==> src/rtl/bist_signature_analyzer.sv <==
// ============================================================================
// Module      : bist_signature_analyzer
// Description : BIST response compactor. Builds a MISR signature from the CUT
//               response words, then compares it against GOLDEN and reports
//               PASS/FAIL. Optional macro SIG_COUNT_CHECK_EN adds the CAPT_CNT
//               port and makes PASS also require EXP_CNT captures.
// Revision    : 1.0 - initial release
// ============================================================================
`default_nettype none

module bist_signature_analyzer #(
   parameter int         W       = 8,
   parameter logic [W-1:0] POLY  = 8'h1D,
   parameter logic [W-1:0] SEED  = 8'h00,
   parameter logic [W-1:0] GOLDEN = 8'h00,
   parameter int         EXP_CNT = 81
) (
   input  logic         CLK,
   input  logic         RESET_N,
   input  logic         RUNNING,
   input  logic         OUT,
   input  logic         BIST_END,
   input  logic [W-1:0] CUT_DATA,
   output logic [W-1:0] SIGNATURE,
   output logic         BUSY,
   output logic         DONE,
   output logic         PASS,
`ifdef SIG_COUNT_CHECK_EN
   output logic         FAIL,
   output logic [15:0]  CAPT_CNT
`else
   output logic         FAIL
`endif
);

   if (W < 2 || W > 32 || EXP_CNT < 1 || EXP_CNT > 65535) begin : g_param_check
      $error("bist_signature_analyzer: W must be 2..32 and EXP_CNT 1..65535");
   end

   typedef enum logic [1:0] {
      ST_IDLE    = 2'd0,
      ST_COMPACT = 2'd1,
      ST_EVAL    = 2'd2,
      ST_RESULT  = 2'd3
   } state_t;

   state_t         state_q, state_d;
   logic [W-1:0]   sig_q, sig_d;
   logic           busy_q, busy_d;
   logic           done_q, done_d;
   logic           pass_q, pass_d;
   logic           fail_q, fail_d;
   logic [W-1:0]   misr_next;
   logic           result_ok;

`ifdef SIG_COUNT_CHECK_EN
   localparam logic [15:0] c_exp_cnt = 16'(EXP_CNT);
   logic [15:0]    cnt_q, cnt_d;
   logic [15:0]    cnt_inc;

   assign cnt_inc   = (cnt_q == 16'hFFFF) ? cnt_q : cnt_q + 16'd1;
   assign result_ok = (sig_q == GOLDEN) && (cnt_q == c_exp_cnt);
`else
   assign result_ok = (sig_q == GOLDEN);
`endif

   assign misr_next = {sig_q[W-2:0], 1'b0} ^ (sig_q[W-1] ? POLY : '0) ^ CUT_DATA;

   always_comb begin
      state_d = state_q;
      sig_d   = sig_q;
      done_d  = done_q;
      pass_d  = pass_q;
      fail_d  = fail_q;
`ifdef SIG_COUNT_CHECK_EN
      cnt_d   = cnt_q;
`endif
      case (state_q)
         ST_IDLE: begin
            if (RUNNING) begin
               state_d = ST_COMPACT;
               sig_d   = SEED;
`ifdef SIG_COUNT_CHECK_EN
               cnt_d   = 16'd0;
`endif
            end
         end
         ST_COMPACT: begin
            // A capture on the BIST_END edge is folded in before evaluation.
            if (OUT) begin
               sig_d = misr_next;
`ifdef SIG_COUNT_CHECK_EN
               cnt_d = cnt_inc;
`endif
            end
            if (BIST_END) begin
               state_d = ST_EVAL;
            end else if (!RUNNING) begin
               state_d = ST_IDLE;
               sig_d   = SEED;
`ifdef SIG_COUNT_CHECK_EN
               cnt_d   = 16'd0;
`endif
            end
         end
         ST_EVAL: begin
            state_d = ST_RESULT;
            done_d  = 1'b1;
            pass_d  = result_ok;
            fail_d  = ~result_ok;
         end
         ST_RESULT: begin
            if (RUNNING) begin
               state_d = ST_COMPACT;
               sig_d   = SEED;
               done_d  = 1'b0;
               pass_d  = 1'b0;
               fail_d  = 1'b0;
`ifdef SIG_COUNT_CHECK_EN
               cnt_d   = 16'd0;
`endif
            end
         end
         default: begin
            state_d = ST_IDLE;
            sig_d   = SEED;
            done_d  = 1'b0;
            pass_d  = 1'b0;
            fail_d  = 1'b0;
         end
      endcase
      busy_d = (state_d == ST_COMPACT) || (state_d == ST_EVAL);
   end

   always_ff @(posedge CLK or negedge RESET_N) begin
      if (!RESET_N) begin
         state_q <= ST_IDLE;
         sig_q   <= SEED;
         busy_q  <= 1'b0;
         done_q  <= 1'b0;
         pass_q  <= 1'b0;
         fail_q  <= 1'b0;
`ifdef SIG_COUNT_CHECK_EN
         cnt_q   <= 16'd0;
`endif
      end else begin
         state_q <= state_d;
         sig_q   <= sig_d;
         busy_q  <= busy_d;
         done_q  <= done_d;
         pass_q  <= pass_d;
         fail_q  <= fail_d;
`ifdef SIG_COUNT_CHECK_EN
         cnt_q   <= cnt_d;
`endif
      end
   end

   assign SIGNATURE = sig_q;
   assign BUSY      = busy_q;
   assign DONE      = done_q;
   assign PASS      = pass_q;
   assign FAIL      = fail_q;
`ifdef SIG_COUNT_CHECK_EN
   assign CAPT_CNT  = cnt_q;
`endif

endmodule

`default_nettype wire

==> config.mk <==
export PLATFORM = sky130hd
export DESIGN_NAME = bist_signature_analyzer
export DESIGN_NICKNAME = d
export VERILOG_FILES = /design/src/rtl/bist_signature_analyzer.sv
export SDC_FILE = /design/constraint.sdc
export NUM_CORES = 1
export LEC_CHECK = 0
export BUFFER_PORTS_ARGS = -buffer_cell sky130_fd_sc_hd__buf_2
export CELL_PAD_IN_SITES_DETAIL_PLACEMENT = 1
export CELL_PAD_IN_SITES_GLOBAL_PLACEMENT = 1
export CORE_UTILIZATION = 39
export DETAILED_ROUTE_END_ITERATION = 7
export GPL_TIMING_DRIVEN = 1
export PLACE_DENSITY = 0.81
export SLEW_MARGIN = 20
export SYNTH_ARGS = -nofsm -noshare
export SYNTH_HDL_FRONTEND = slang
export SYNTH_SLANG_ARGS = --single-unit
==> constraint.sdc <==
create_clock -name CLK -period 2.1 [get_ports CLK]
set_input_delay 0.105 -clock CLK [delete_from_list [all_inputs] [get_ports CLK]]
set_output_delay 0.105 -clock CLK [all_outputs]
set_load 0.01 [all_outputs]
Word-level counts from Yosys, hierarchy flattened
Cells that the tools add are included.
- register bits: 14
- RAM bits: 0
- logic and storage cells: 38
- memory bits (read-only): 0
- latch bits: 0
- memories kept: 0
- bits of input ports: 13
- eq/ne operators: 7
- div/mod/pow operators: 0
- multiplexer cells: 14
- shifts and indexed selects: 0
- $mul: 0
- reductions and logical operators: 8
- bitwise gates (word level): 3
- $add $sub $neg: 0
- magnitude comparators: 0
- operator list (operator ; count):
    $mux 8 ; 4
    $pmux 8 s2 ; 1
    $logic_not 8->1 ; 1
    $xor 8x5->8 ; 1
    $xor 8x8->8 ; 1
    $eq 2x2->1 const B ; 3
    $mux 2 ; 3
    $pmux 1 s2 ; 3
    $pmux 2 s3 ; 1
    $mux 5 ; 1
    $eq 2x1->1 const B ; 2
    $reduce_and 2->1 ; 2
    $reduce_bool 2->1 ; 2
    $logic_not 2->1 ; 1
    $ne 2x1->1 const B ; 1
    $ne 2x2->1 const B ; 1
    $reduce_or 2->1 ; 1
    $logic_or 1x1->1 ; 1
    $mux 1 ; 1
    $not 1->1 ; 1

Logic depth before layout (Yosys ltp)
- depth in word-level cells: 7
- depth in mapped cells: 5

Least setup slack after synthesis
No wires, ideal clock.
- path kind: register to register
- start point: reg state_q[0]
- end point: reg sig_q[0] (netlist: SIGNATURE[0])
- library setup time: 121 ps
- arrival: 1281 ps
- cell stages (with the launch flop): 6
- setup slack: 698 ps
- buffers on the path: 0
- path through: dfrtp_1 inv_1 ha_1 nor2b_1 a22oi_2 a22o_1
- longest elaborated chain between the ends: 4
- elaborated cells on any way between the ends: 8
- those cells by class: eq/ne: 3; mux: 1; reduce/logical: 4
- RTL lines (element ; RTL line ; RTL):
    start, declared ; 47 ; state_t state_q, state_d;
    start signal, assigned ; 147 ; state_q <= state_d;
    $eq 2x2->1 / $logic_not 2->1 (equally long branches) ; 78 ; case (state_q)
    $reduce_or 2->1 (no line) ; - ;
    $ne 2x1->1 (no line) / $reduce_bool 2->1 (equally long branches) ; - ;
    $reduce_and 2->1 (no line) ; - ;
    end signal, assigned ; 148 ; sig_q <= sig_d;
    end, declared ; 48 ; logic [W-1:0] sig_q, sig_d;
Several ways; a longest one is shown, not always the timed one.
A chain may end at the register's enable or synchronous reset.

Final worst setup path
- start point: reg state_q[0]
- end point: reg sig_q[6] (netlist: SIGNATURE[6])
The elaborated chain is that of the path after synthesis.

==> results.ini <==
[floorplan]
rows = 15
dieArea_um2 = 2100
die_h_um = 45.8
core_area_um2 = 1760
fp.dieW_um = 45.8
start_util_pct = 42.4
pin_count = 25

[grt]
overflow = 0
grt_antenna_before_repair = 0
grt_pass1_wl_mm = 2.94
grtUsageTotal_pct = 20.2
grt_max_degree = 15
grt_pass1_vias = 653

[place]
dp_hpwl_mm = 1.45
gp_congestion = 0.681
io_buffer_count = 24
dp_slack_ns = 0.505

[yosys]
synth_mux_area_share_pct = 2.68
synth.distinct_cells = 24
yosys_warnings = 0
synth_top_family_by_area = compound AO/OA/AOI/OAI gates
ys.flop_type = dfrtp_1
synthAdderAreaFrac_pct = 5.02
synth_seq_cells = 14
ys_seq_area_share_pct = 46.8
yosysTopAreaCell = dfrtp_1
synth_xor_area_share_pct = 14.0
synth_edf_count = 0
synth.avg_cell_area_um2 = 11.9
syn_inst = 63
async_flop_share_pct = 100
netlist.area_leader.share_pct = 46.8
synth.area.top_cells = dfrtp_1, a22o_1, xnor2_1
synth_nets = 79
syn_area_um2 = 748
synthSimpleGateAreaFrac_pct = 7.86
synth_compound_gate_area_share_pct = 20.9

[sta]
period_minus_slack_ns = 1.61
tns_ns = 0
fin_hold_ws_ns = 0.182
final.setup_skew_ns = 0.00220
drv_slew = 0
maxSlewHeadroom_pct = 73.0
rsz0062_at_grt = no
fmax_mhz = 620
worst_pin_slew_ns = 0.405
setup_slack_ns = 0.488
hold_violations = 0
setup_viol = 0
period_share_pct = 76.8

[cts]
cts_tree = yes
cts_max_path_buffers = 2
cts_made_buffers = 3
cts_max_level = 1
clock_latency_ns = 0.29
cts_root_buffer = clkbuf_4
post_cts_buffers = 0
clk_pin_slew_ns = 0.09
clkSinkCount = 14

[setup_path]
worst-setup-path-type = reg -> reg
crit_path_start_kind = flop
worstPathArrival_ns = 1.84
endpoint_kind = flop
cp.required_ns = 2.33
cp_max_fo = 8

[job]
drv_cap = 0

[drt]
wire_per_inst_um = 16.4
vias = 606
viasPerCell = 5.27
drc_errors = 0
dr.pass1.iters = 1
routed_wl_mm = 1.89
first_iter_violations = 0
ant_nets = 0

[finish]
layout.nets = 107
utilization_pct = 53.1
mostFrequentLayoutCell = buf_2
drive_gt1_share_pct = 33.3
most-common-layout-cells = buf_2, dfrtp_1, a22o_1
antenna_cells = 0
area_growth_syn_to_layout_pct = 25.3

[worst_hold_path]
hold_path.class = in -> reg

[pwr]
vdd_drop_max_v = 0.000743
p_leak_nw = 0.485
finalPower_w = 0.00159
power_density_nw_per_um2 = 1700

[run_status]
outcome = complete, no violations

==> cell families (layout without fill, tap and decap cells) <==
group | count (synthesis) | count (layout)
flops | 14 | 14
mux | 2 | 2
xor+xnor | 12 | 12
fa+ha+maj | 3 | 3
compound gates | 18 | 18
simple gates | 9 | 9
buf+inv | 5 | 32
==> power by group <==
group,internal [W],switching (W),total (W)
clock network,0.000106,0.0000979,0.000203
registers,0.000409,0.000161,0.000570
logic,0.000397,0.000424,0.000821
==> through the flow <==
stage	instance area, µm²	cells
floorplan	748	63
CTS	937	115
global placement	891	110
global route	937	115
detailed placement	891	110
finish	937	115
==> timing repair <==
item | 4_1_cts | 5_1_grt
endpoints found under the hold margin | 14 | 0
hold buffers | 1 | 0
resized for setup | 0 | 0
==> final cells by class <==
class	instances	area (µm²)
fillers	208	827
multi-input cells	44	378
flip-flops and latches	14	350
repair buffers	25	130
clock buffers	4	36.3
well taps	25	31.3
inverters	3	11.3
==> registers in the layout, indices dropped and copies added, names as in the netlist <==
signal	count
BUSY	1
state_q	2
SIGNATURE	8
PASS	1
FAIL	1
DONE	1
==> worst paths after layout <==
check | slack [ns] | cells after the start | to | start
setup reg to reg | 0.49 | 5 | SIGNATURE[6] | state_q[0]
max in group asynchronous | 1.62 | 2 | SIGNATURE[1] | RESET_N
hold reg to reg | 0.50 | 1 | PASS | PASS
hold / removal | 0.18 | 3 | SIGNATURE[0] | CUT_DATA[0]
min in group asynchronous | 0.24 | 2 | SIGNATURE[4] | RESET_N
setup / recovery | 0.49 | 5 | SIGNATURE[6] | state_q[0]
==> routing by layer <==
metal | global-route usage (%) | part of all wire [%] | vias to the layer above
met5 | 0 | 0 | -
met4 | 10.6 | 1.9 | 0
met3 | 2.78 | 3.2 | 4
met2 | 37.1 | 54 | 16
met1 | 22.3 | 41 | 303
li1 | - | - | 283
==> cell usage after synthesis, types with 2 or more instances <==
library cell	number
xnor2_1	6
xor2_1	6
inv_1	3
dfrtp_1	14
o21bai_1	2
nand2b_1	2
nor4_1	2
ha_1	3
a22o_1	8
mux2i_1	2
a21oi_1	2
==> critical path, cell delays in order, from the launching register on <==
cell and delay (ns):
dfrtp_1 0.42, inv_1 0.08, ha_1 0.35, nor2b_1 0.21, o211a_1 0.32, a22o_1 0.18
Note: power is estimated with default switching activity, not from simulation.
